==> src/rtl/speed_test_sequencer.sv <==
// Hardware-timed speed-test sequencer: register port, per-port start/stop pulses,
// ms duration timer, abort, drain with timeout, results snapshot and done irq.
module speed_test_sequencer #(
  parameter int TEST_PORT_NUM = 4,
  parameter int CLOCK_FREQ    = 125000000,
  parameter int RESULT_WIDTH  = 128,
  parameter int CONFIG_WIDTH  = 256,
  parameter int READY_TIMEOUT = 1000000
) (
  input  logic                                   clk,
  input  logic                                   rst,
  input  logic                                   reg_wr_en,
  input  logic [11:0]                            reg_wr_addr,
  input  logic [31:0]                            reg_wr_data,
  input  logic                                   reg_rd_en,
  input  logic [11:0]                            reg_rd_addr,
  output logic [31:0]                            reg_rd_data,
  output logic                                   reg_rd_valid,
  input  logic [TEST_PORT_NUM-1:0]               gen_ready,
  input  logic [TEST_PORT_NUM-1:0]               check_ready,
  input  logic [TEST_PORT_NUM*RESULT_WIDTH-1:0]  check_results,
  output logic [TEST_PORT_NUM-1:0]               start,
  output logic [TEST_PORT_NUM-1:0]               stop,
  output logic [TEST_PORT_NUM*CONFIG_WIDTH-1:0]  port_config,
  output logic                                   busy,
  output logic                                   irq
);
  // state      | meaning
  // IDLE       | waiting for go
  // WAIT_READY | waiting for masked generators/checkers ready (timeout)
  // START      | start pulse to masked ports, timer cleared
  // RUN        | ms timer counting towards DURATION_MS
  // STOP       | stop pulse to masked ports
  // DRAIN      | waiting for masked checkers to settle (timeout)
  // SNAP       | latch masked results into the snapshot
  // DONE       | done/irq held until clear_done or next go
  typedef enum logic [2:0] {
    S_IDLE = 3'd0, S_WAIT_READY = 3'd1, S_START = 3'd2, S_RUN = 3'd3,
    S_STOP = 3'd4, S_DRAIN = 3'd5, S_SNAP = 3'd6, S_DONE = 3'd7
  } state_t;

  localparam int N         = TEST_PORT_NUM;
  localparam int CFG_WORDS = CONFIG_WIDTH / 32;
  localparam int RES_WORDS = RESULT_WIDTH / 32;
  localparam logic [31:0] TICK_LAST = 32'(CLOCK_FREQ / 1000 - 1);
  localparam logic [31:0] TO_LAST   = 32'(READY_TIMEOUT - 1);

  state_t                   state;
  logic                     busy_q, done_q, ready_to, drain_to, aborted_q;
  logic [N-1:0]             port_mask, mask_next;
  logic [31:0]              duration_ms, elapsed_ms, elapsed_inc, prescaler, to_cnt;
  logic [N*RESULT_WIDTH-1:0] snapshot;
  logic                     ctrl_wr, go, abort, clear_done, all_ready, drain_ready;
  logic                     wr_cfg, rd_cfg, rd_res;
  logic [3:0]               wr_cp, wr_cw, rd_cp, rd_cw;
  logic [7:0]               rd_rp;
  logic [1:0]               rd_rw;
  logic [31:0]              rd_word;

  // Config window 0x100..0x3FF (0x40 per port), result window from 0x400 (0x10 per port).
  always_comb begin
    wr_cp  = reg_wr_addr[9:6] - 4'd4;
    wr_cw  = reg_wr_addr[5:2];
    wr_cfg = (reg_wr_addr[1:0] == 2'b00) && (reg_wr_addr >= 12'h100) && (reg_wr_addr < 12'h400) &&
             (32'(wr_cp) < 32'(N)) && (32'(wr_cw) < 32'(CFG_WORDS));
    rd_cp  = reg_rd_addr[9:6] - 4'd4;
    rd_cw  = reg_rd_addr[5:2];
    rd_cfg = (reg_rd_addr[1:0] == 2'b00) && (reg_rd_addr >= 12'h100) && (reg_rd_addr < 12'h400) &&
             (32'(rd_cp) < 32'(N)) && (32'(rd_cw) < 32'(CFG_WORDS));
    rd_rp  = reg_rd_addr[11:4] - 8'h40;
    rd_rw  = reg_rd_addr[3:2];
    rd_res = (reg_rd_addr[1:0] == 2'b00) && (reg_rd_addr >= 12'h400) &&
             (32'(rd_rp) < 32'(N)) && (32'(rd_rw) < 32'(RES_WORDS));
  end

  assign ctrl_wr     = reg_wr_en && (reg_wr_addr == 12'h000);
  assign abort       = ctrl_wr && reg_wr_data[1];
  assign go          = ctrl_wr && reg_wr_data[0] && !reg_wr_data[1];
  assign clear_done  = ctrl_wr && reg_wr_data[2];
  assign mask_next   = (ctrl_wr && !busy_q) ? reg_wr_data[16 +: N] : port_mask;
  assign all_ready   = &((gen_ready & check_ready) | ~port_mask);
  assign drain_ready = &(check_ready | ~port_mask);
  assign elapsed_inc = (elapsed_ms == '1) ? elapsed_ms : elapsed_ms + 32'd1;
  assign busy        = busy_q;
  assign irq         = done_q;

  always_ff @(posedge clk) begin
    if (rst) begin
      port_mask   <= '0;
      duration_ms <= '0;
      port_config <= '0;
    end else if (reg_wr_en && !busy_q) begin
      if (reg_wr_addr == 12'h000) port_mask <= reg_wr_data[16 +: N];
      if (reg_wr_addr == 12'h008) duration_ms <= reg_wr_data;
      for (int p = 0; p < N; p++)
        for (int w = 0; w < CFG_WORDS; w++)
          if (wr_cfg && 32'(wr_cp) == 32'(p) && 32'(wr_cw) == 32'(w))
            port_config[p*CONFIG_WIDTH + w*32 +: 32] <= reg_wr_data;
    end
  end

  always_comb begin
    rd_word = '0;
    if (reg_rd_addr == 12'h000) rd_word[16 +: N] = port_mask;
    if (reg_rd_addr == 12'h004) begin
      rd_word[0]    = busy_q;
      rd_word[1]    = done_q;
      rd_word[2]    = ready_to;
      rd_word[3]    = drain_to;
      rd_word[4]    = aborted_q;
      rd_word[10:8] = state;
    end
    if (reg_rd_addr == 12'h008) rd_word = duration_ms;
    if (reg_rd_addr == 12'h00C) rd_word = elapsed_ms;
    for (int p = 0; p < N; p++) begin
      for (int w = 0; w < CFG_WORDS; w++)
        if (rd_cfg && 32'(rd_cp) == 32'(p) && 32'(rd_cw) == 32'(w))
          rd_word = port_config[p*CONFIG_WIDTH + w*32 +: 32];
      for (int w = 0; w < RES_WORDS; w++)
        if (rd_res && 32'(rd_rp) == 32'(p) && 32'(rd_rw) == 32'(w))
          rd_word = snapshot[p*RESULT_WIDTH + w*32 +: 32];
    end
  end

  always_ff @(posedge clk) begin
    if (rst) begin
      reg_rd_data  <= '0;
      reg_rd_valid <= 1'b0;
    end else begin
      reg_rd_valid <= reg_rd_en;
      if (reg_rd_en) reg_rd_data <= rd_word;
    end
  end

  always_ff @(posedge clk) begin
    if (rst) begin
      state       <= S_IDLE;
      busy_q      <= 1'b0;
      done_q      <= 1'b0;
      ready_to    <= 1'b0;
      drain_to    <= 1'b0;
      aborted_q   <= 1'b0;
      start       <= '0;
      stop        <= '0;
      elapsed_ms  <= '0;
      prescaler   <= '0;
      to_cnt      <= '0;
      snapshot    <= '0;
    end else begin
      start <= '0;
      stop  <= '0;
      case (state)
        S_IDLE, S_DONE: begin
          if (clear_done) begin
            done_q <= 1'b0;
            state  <= S_IDLE;
          end
          if (go && mask_next != '0) begin
            state     <= S_WAIT_READY;
            busy_q    <= 1'b1;
            done_q    <= 1'b0;
            ready_to  <= 1'b0;
            drain_to  <= 1'b0;
            aborted_q <= 1'b0;
            to_cnt    <= '0;
          end
        end
        S_WAIT_READY: begin
          if (abort) begin
            state     <= S_IDLE;
            busy_q    <= 1'b0;
            aborted_q <= 1'b1;
          end else if (all_ready) begin
            state      <= S_START;
            start      <= port_mask;
            elapsed_ms <= '0;
            prescaler  <= '0;
          end else if (to_cnt == TO_LAST) begin
            state    <= S_IDLE;
            busy_q   <= 1'b0;
            ready_to <= 1'b1;
          end else begin
            to_cnt <= to_cnt + 32'd1;
          end
        end
        // The START cycle is the first cycle of the first ms, so stop lands
        // exactly DURATION_MS*tick cycles after start.
        S_START: begin
          if (prescaler == TICK_LAST) begin
            prescaler  <= '0;
            elapsed_ms <= elapsed_inc;
          end else begin
            prescaler <= prescaler + 32'd1;
          end
          if (abort) begin
            state     <= S_STOP;
            stop      <= port_mask;
            aborted_q <= 1'b1;
          end else begin
            state <= S_RUN;
          end
        end
        S_RUN: begin
          if (abort) begin
            state     <= S_STOP;
            stop      <= port_mask;
            aborted_q <= 1'b1;
          end else if (elapsed_ms == duration_ms) begin
            state <= S_STOP;
            stop  <= port_mask;
          end else if (prescaler == TICK_LAST) begin
            prescaler  <= '0;
            elapsed_ms <= elapsed_inc;
            if (elapsed_inc == duration_ms) begin
              state <= S_STOP;
              stop  <= port_mask;
            end
          end else begin
            prescaler <= prescaler + 32'd1;
          end
        end
        S_STOP: begin
          state  <= S_DRAIN;
          to_cnt <= '0;
        end
        S_DRAIN: begin
          if (drain_ready) begin
            state <= S_SNAP;
          end else if (to_cnt == TO_LAST) begin
            state    <= S_SNAP;
            drain_to <= 1'b1;
          end else begin
            to_cnt <= to_cnt + 32'd1;
          end
        end
        S_SNAP: begin
          for (int p = 0; p < N; p++)
            if (port_mask[p])
              snapshot[p*RESULT_WIDTH +: RESULT_WIDTH] <= check_results[p*RESULT_WIDTH +: RESULT_WIDTH];
          state  <= S_DONE;
          done_q <= 1'b1;
          busy_q <= 1'b0;
        end
        default: state <= S_IDLE;
      endcase
    end
  end
endmodule

==> config.mk <==
export PLATFORM = sky130hd
export DESIGN_NAME = speed_test_sequencer
export DESIGN_NICKNAME = d
export VERILOG_FILES = /design/src/rtl/speed_test_sequencer.sv
export SDC_FILE = /design/constraint.sdc
export NUM_CORES = 2
export LEC_CHECK = 0
export ABC_AREA = 1
export BUFFER_PORTS_ARGS = -buffer_cell sky130_fd_sc_hd__buf_4
export CAP_MARGIN = 0
export CORE_AREA = 2 2 632 634
export DETAILED_ROUTE_END_ITERATION = 6
export DIE_AREA = 0 0 634 636
export HOLD_SLACK_MARGIN = 0.08
export MAX_ROUTING_LAYER = met4
export PLACE_DENSITY = 0.39
export RECOVER_POWER = 25
export SYNTH_ARGS = -nofsm -noshare
export SYNTH_HDL_FRONTEND = slang
export SYNTH_SLANG_ARGS = --single-unit
export TNS_END_PERCENT = 10
==> constraint.sdc <==
create_clock -name clk -period 7.3 [get_ports clk]
set_input_delay 1.095 -clock clk [delete_from_list [all_inputs] [get_ports clk]]
set_output_delay 1.095 -clock clk [all_outputs]
set_load 0.02 [all_outputs]
==> impl_metrics.py <==
metrics = {
    "synth": {
        "synth_edf_count": 0,
        "synth_top_flop_cell": "dfxtp_1",
        "syn_area_um2": 72200,
        "ys_seq_area_share_pct": 47.6,
        "synth.avg_cell_area_um2": 7.14,
        "synthCells": 10106,
        "yosys_warnings": 0,
        "ys_async_sr_fraction_pct": 0,
        "synth.distinct_cells": 49,
        "synth_nets": 10689,
        "synth_seq_cells": 1717,
    },
    "power": {
        "leakage_nw": 35.2,
        "pwr-share-clk_pct": 52.0,
        "ir_drop_v": 0.000199,
        "power_frac_comb_pct": 6.2,
        "p_sw_share_pct": 26.6,
        "finalPower_mw": 22.5,
        "p_switching_mw": 5.98,
        "p_int_mw": 16.5,
        "power_density_nw_per_um2": 231,
        "seqPwrFrac_pct": 41.8,
    },
    "die": {
        "core-area_um2": 397000,
        "die_y_um": 636,
        "die-width_um": 634,
        "initial_core_util_pct": 18.2,
        "fp-row-count": 232,
        "ios": 1647,
        "die_area_um2": 403000,
    },
    "cts": {
        "clockBufferDepth": 4,
        "cts.sinks": 1717,
        "path_clk_slew_ps": 60,
        "cts-hold-fix-buffers": 0,
        "clock_latency_ps": 960,
        "cts-root-buf": "clkbuf_16",
        "h-tree-depth": 4,
        "cts_tree": "done",
        "numCtsBuffers": 222,
    },
    "worst_setup_path": {
        "critical_path_class": "input pin to flop",
        "cp_data_required_time_ps": 8100,
        "r2r-end": "reg_rd_data[9]",
        "critPathMaxStageDelay_ps": 370,
        "end_kind": "flop",
        "arrival_ps": 7760,
        "r2r_start": "state[1]",
        "cp_num_buf_inv": 8,
        "r2r_cells": 32,
        "crit_slowest_cell": "nand4_1",
        "reg2reg_slack_ps": 1170,
        "cp-start-kind": "input pin",
        "critPathMaxFanout": 5,
        "startpoint": "reg_rd_addr[7]",
        "crit_family": "simple AND/OR/NAND/NOR gates",
    },
    "finish": {
        "fin_area_um2": 97400,
        "multi_input_area_um2": 32900,
        "syn_to_final_growth_pct": 34.9,
        "fill_cells": 45028,
        "nNetsFinal": 12203,
        "seq_area_um2": 34400,
        "drive_above_1_share_pct": 16.4,
    },
    "sta": {
        "slew_headroom_pct": -155,
        "finalCriticalPeriod_ps": 6960,
        "report.final.hold_viol_count": 0,
        "finalClockSkew_ps": 87.8,
        "rsz0062_at_grt": "false",
        "maxSlewViolCount": 86,
        "fin_crit_sh_pct": 95.4,
        "setup_violations": 0,
        "max_freq_mhz": 144,
        "tightest_slew_ps": 3830,
    },
    "place": {
        "placed_area_um2": 92300,
        "post-dp-hpwl_mm": 467,
        "port_buffers": 1646,
        "routabilityCongestion": 0.960,
    },
    "global_route": {
        "grt_pass1_wl_mm": 775,
        "grt-ovfl-total": 0,
        "grt_pass1_vias": 76637,
        "track_usage_pct": 29.4,
        "grt_antenna_before_repair": 81,
        "grt_start_max_net_pins": 224,
    },
    "min_path": {
        "hp-start": "check_results[439]",
        "hold_path_end": "snapshot[439]",
        "min_path_cells": 3,
        "hold_path.class": "input pin to flop",
    },
    "detailed_routing": {
        "post-route-drc-count": 0,
        "final_antenna_net_count": 0,
        "drt_iter0_drc": 10028,
        "wl_per_cell_um": 35.3,
        "totalWireLength_mm": 604,
        "via_count": 83290,
        "viasPerCell": 4.87,
        "first_pass_iters": 6,
    },
    "run_status": {
        "violations": "max-capacitance violations, max-slew violations",
        "status": "complete, but fails checks",
    },
    "job": {
        "drv_cap": 2,
    },
}
## how the worst max path moves through the flow
stage	to	slack [ps]	cells past startpoint
2_1_floorplan	to_cnt[31]	2850	30
5_1_grt	reg_rd_data[3]	100	38
6_report	reg_rd_data[9]	340	38
3_3_place_gp	reg_rd_data[4]	-1030	39
3_5_place_dp	reg_rd_data[4]	-990	39
4_1_cts	reg_rd_data[3]	10	38
## placed cells by master (no fill, tap or decap), types with 5 or more instances in the layout
cell type / n
a211oi_1: 6
a21oi_1: 1720
and3_1: 5
buf_12: 22
buf_4: 1359
bufinv_16: 15
clkbuf_1: 723
clkbuf_16: 223
clkbuf_8: 61
clkinv_1: 5
clkinv_2: 69
dfxtp_1: 1713
diode_2: 31
inv_1: 655
inv_4: 8
inv_6: 5
nand2_1: 1784
nand2_2: 5
nand2_4: 6
nand3_1: 485
nand4_1: 405
nor2_1: 869
nor2_2: 39
nor2_4: 65
nor3_1: 87
nor3b_1: 11
nor4_1: 30
o21ai_0: 1258
o21ai_1: 5
o22ai_1: 7
or2_2: 13
or4_1: 5
xnor2_1: 37
xor2_1: 22
## stage by stage
step                      setup TNS [ps]  hold WS, ps  std cells  setup slack [ps]  util (%)
after floorplan                        0          424      10106              2850         -
after global placement             -9640          441      16661             -1030      23.2
after detailed placement          -10440          443      16661              -994      23.2
after CTS                              0          335      17062              10.1      25.2
after global routing                   0          384      17087              99.9      24.5
final                                  0          420      17093               339      24.5
## worst reg2reg max path: cells and delay by family, from the launching register on
kind                   cells  cell delay (ps)
AO/OA/AOI/OAI              2              230
buffers and inverters      5             1020
flip-flops                 1              330
AND/OR/NAND/NOR           25             4400
## final cells by class
cell class                      instances  area share (%)
Sequential cell                      1717            35.3
Multi-Input combinational cell       6913            33.8
Timing Repair Buffer                 2069            13.6
Tap cell                             5265            6.76
Clock buffer                          320            6.73
Inverter                              697            2.75
Clock inverter                         81            1.03
Antenna cell                           31          0.0797
## what timing repair did
action | 4_1_cts | 5_1_grt
setup endpoints to repair | 0 | 5
resized for setup | 0 | 6
buffers inserted | 0 | 0
## cells in the mapped netlist, types with 2 or more instances
cell type     n  share of area (%)
o21a_1        3              0.031
o211ai_1      4              0.042
nor4_1       31               0.27
nand3_4       2              0.049
a21oi_1    1720                 12
nor3_1       87               0.60
nand2_2       3              0.026
nand4_1     405                3.5
or4_1         5              0.052
nand2_1    1791                9.3
o211a_1       3              0.042
inv_1       687                3.6
nor3_4        3              0.068
nand3b_1      3              0.031
nor2_4        3              0.047
o22ai_1       7              0.061
dfxtp_1    1717                 48
ha_1          3              0.052
clkinv_1      6              0.031
buf_1        18              0.094
o21ai_0    1258                8.7
a31oi_1       4              0.035
o21ai_1       5              0.035
nor2_1      964                5.0
inv_2         4              0.021
xor2_1       22               0.27
nor2_2        6              0.052
nor3b_1      11               0.11
a311oi_1      2              0.024
a2111oi_0     2              0.024
a211oi_1      6              0.062
or3_1         2              0.017
buf_2         3              0.021
a221oi_1      4              0.049
or2_2        13               0.11
nand3_1     485                3.4
and3_1        5              0.043
xnor2_1      37               0.45
nand3_2       2              0.028
nor3_2        4              0.055
clkbuf_1    758                3.9
## state kept, by name, indices dropped and copies added (netlist names)
signal,count
ready_to,1
elapsed_ms,32
stop,4
port_mask,4
prescaler,32
busy,1
duration_ms,32
irq,1
snapshot,512
reg_rd_data,32
port_config,1024
start,4
to_cnt,32
drain_to,1
state,3
aborted_q,1
reg_rd_valid,1
## logic make-up after synthesis
| group | Yosys count | synth area share (%) |
|---|---|---|
| DFF | 1717 | 47.6 |
| adders and majority gates | 3 | 0.0520 |
| buffers and inverters | 1476 | 7.68 |
| xor gates and xnor gates | 59 | 0.716 |
| and+or+nand+nor | 3829 | 22.9 |
| AOI/OAI and AO/OA | 3022 | 21.1 |
## power groups by stage
stage,logic [mW],registers [mW],clock network [mW]
floorplan,0.506,9.61,0
global placement,1.39,9.61,0
detailed placement,1.38,9.61,0
CTS,1.38,9.41,11.9
global route,1.44,9.41,12.2
finish,1.40,9.41,11.7
## routing by layer
metal | track usage, % | vias to the layer above | part of all wire (%)
met5 | - | - | 0
met4 | 13.5 | 0 | 5.9
met3 | 7.38 | 810 | 8.9
met2 | 44.7 | 4126 | 44
met1 | 36.6 | 41347 | 41
li1 | - | 37007 | -
Note: power is estimated with default switching activity, not from simulation.
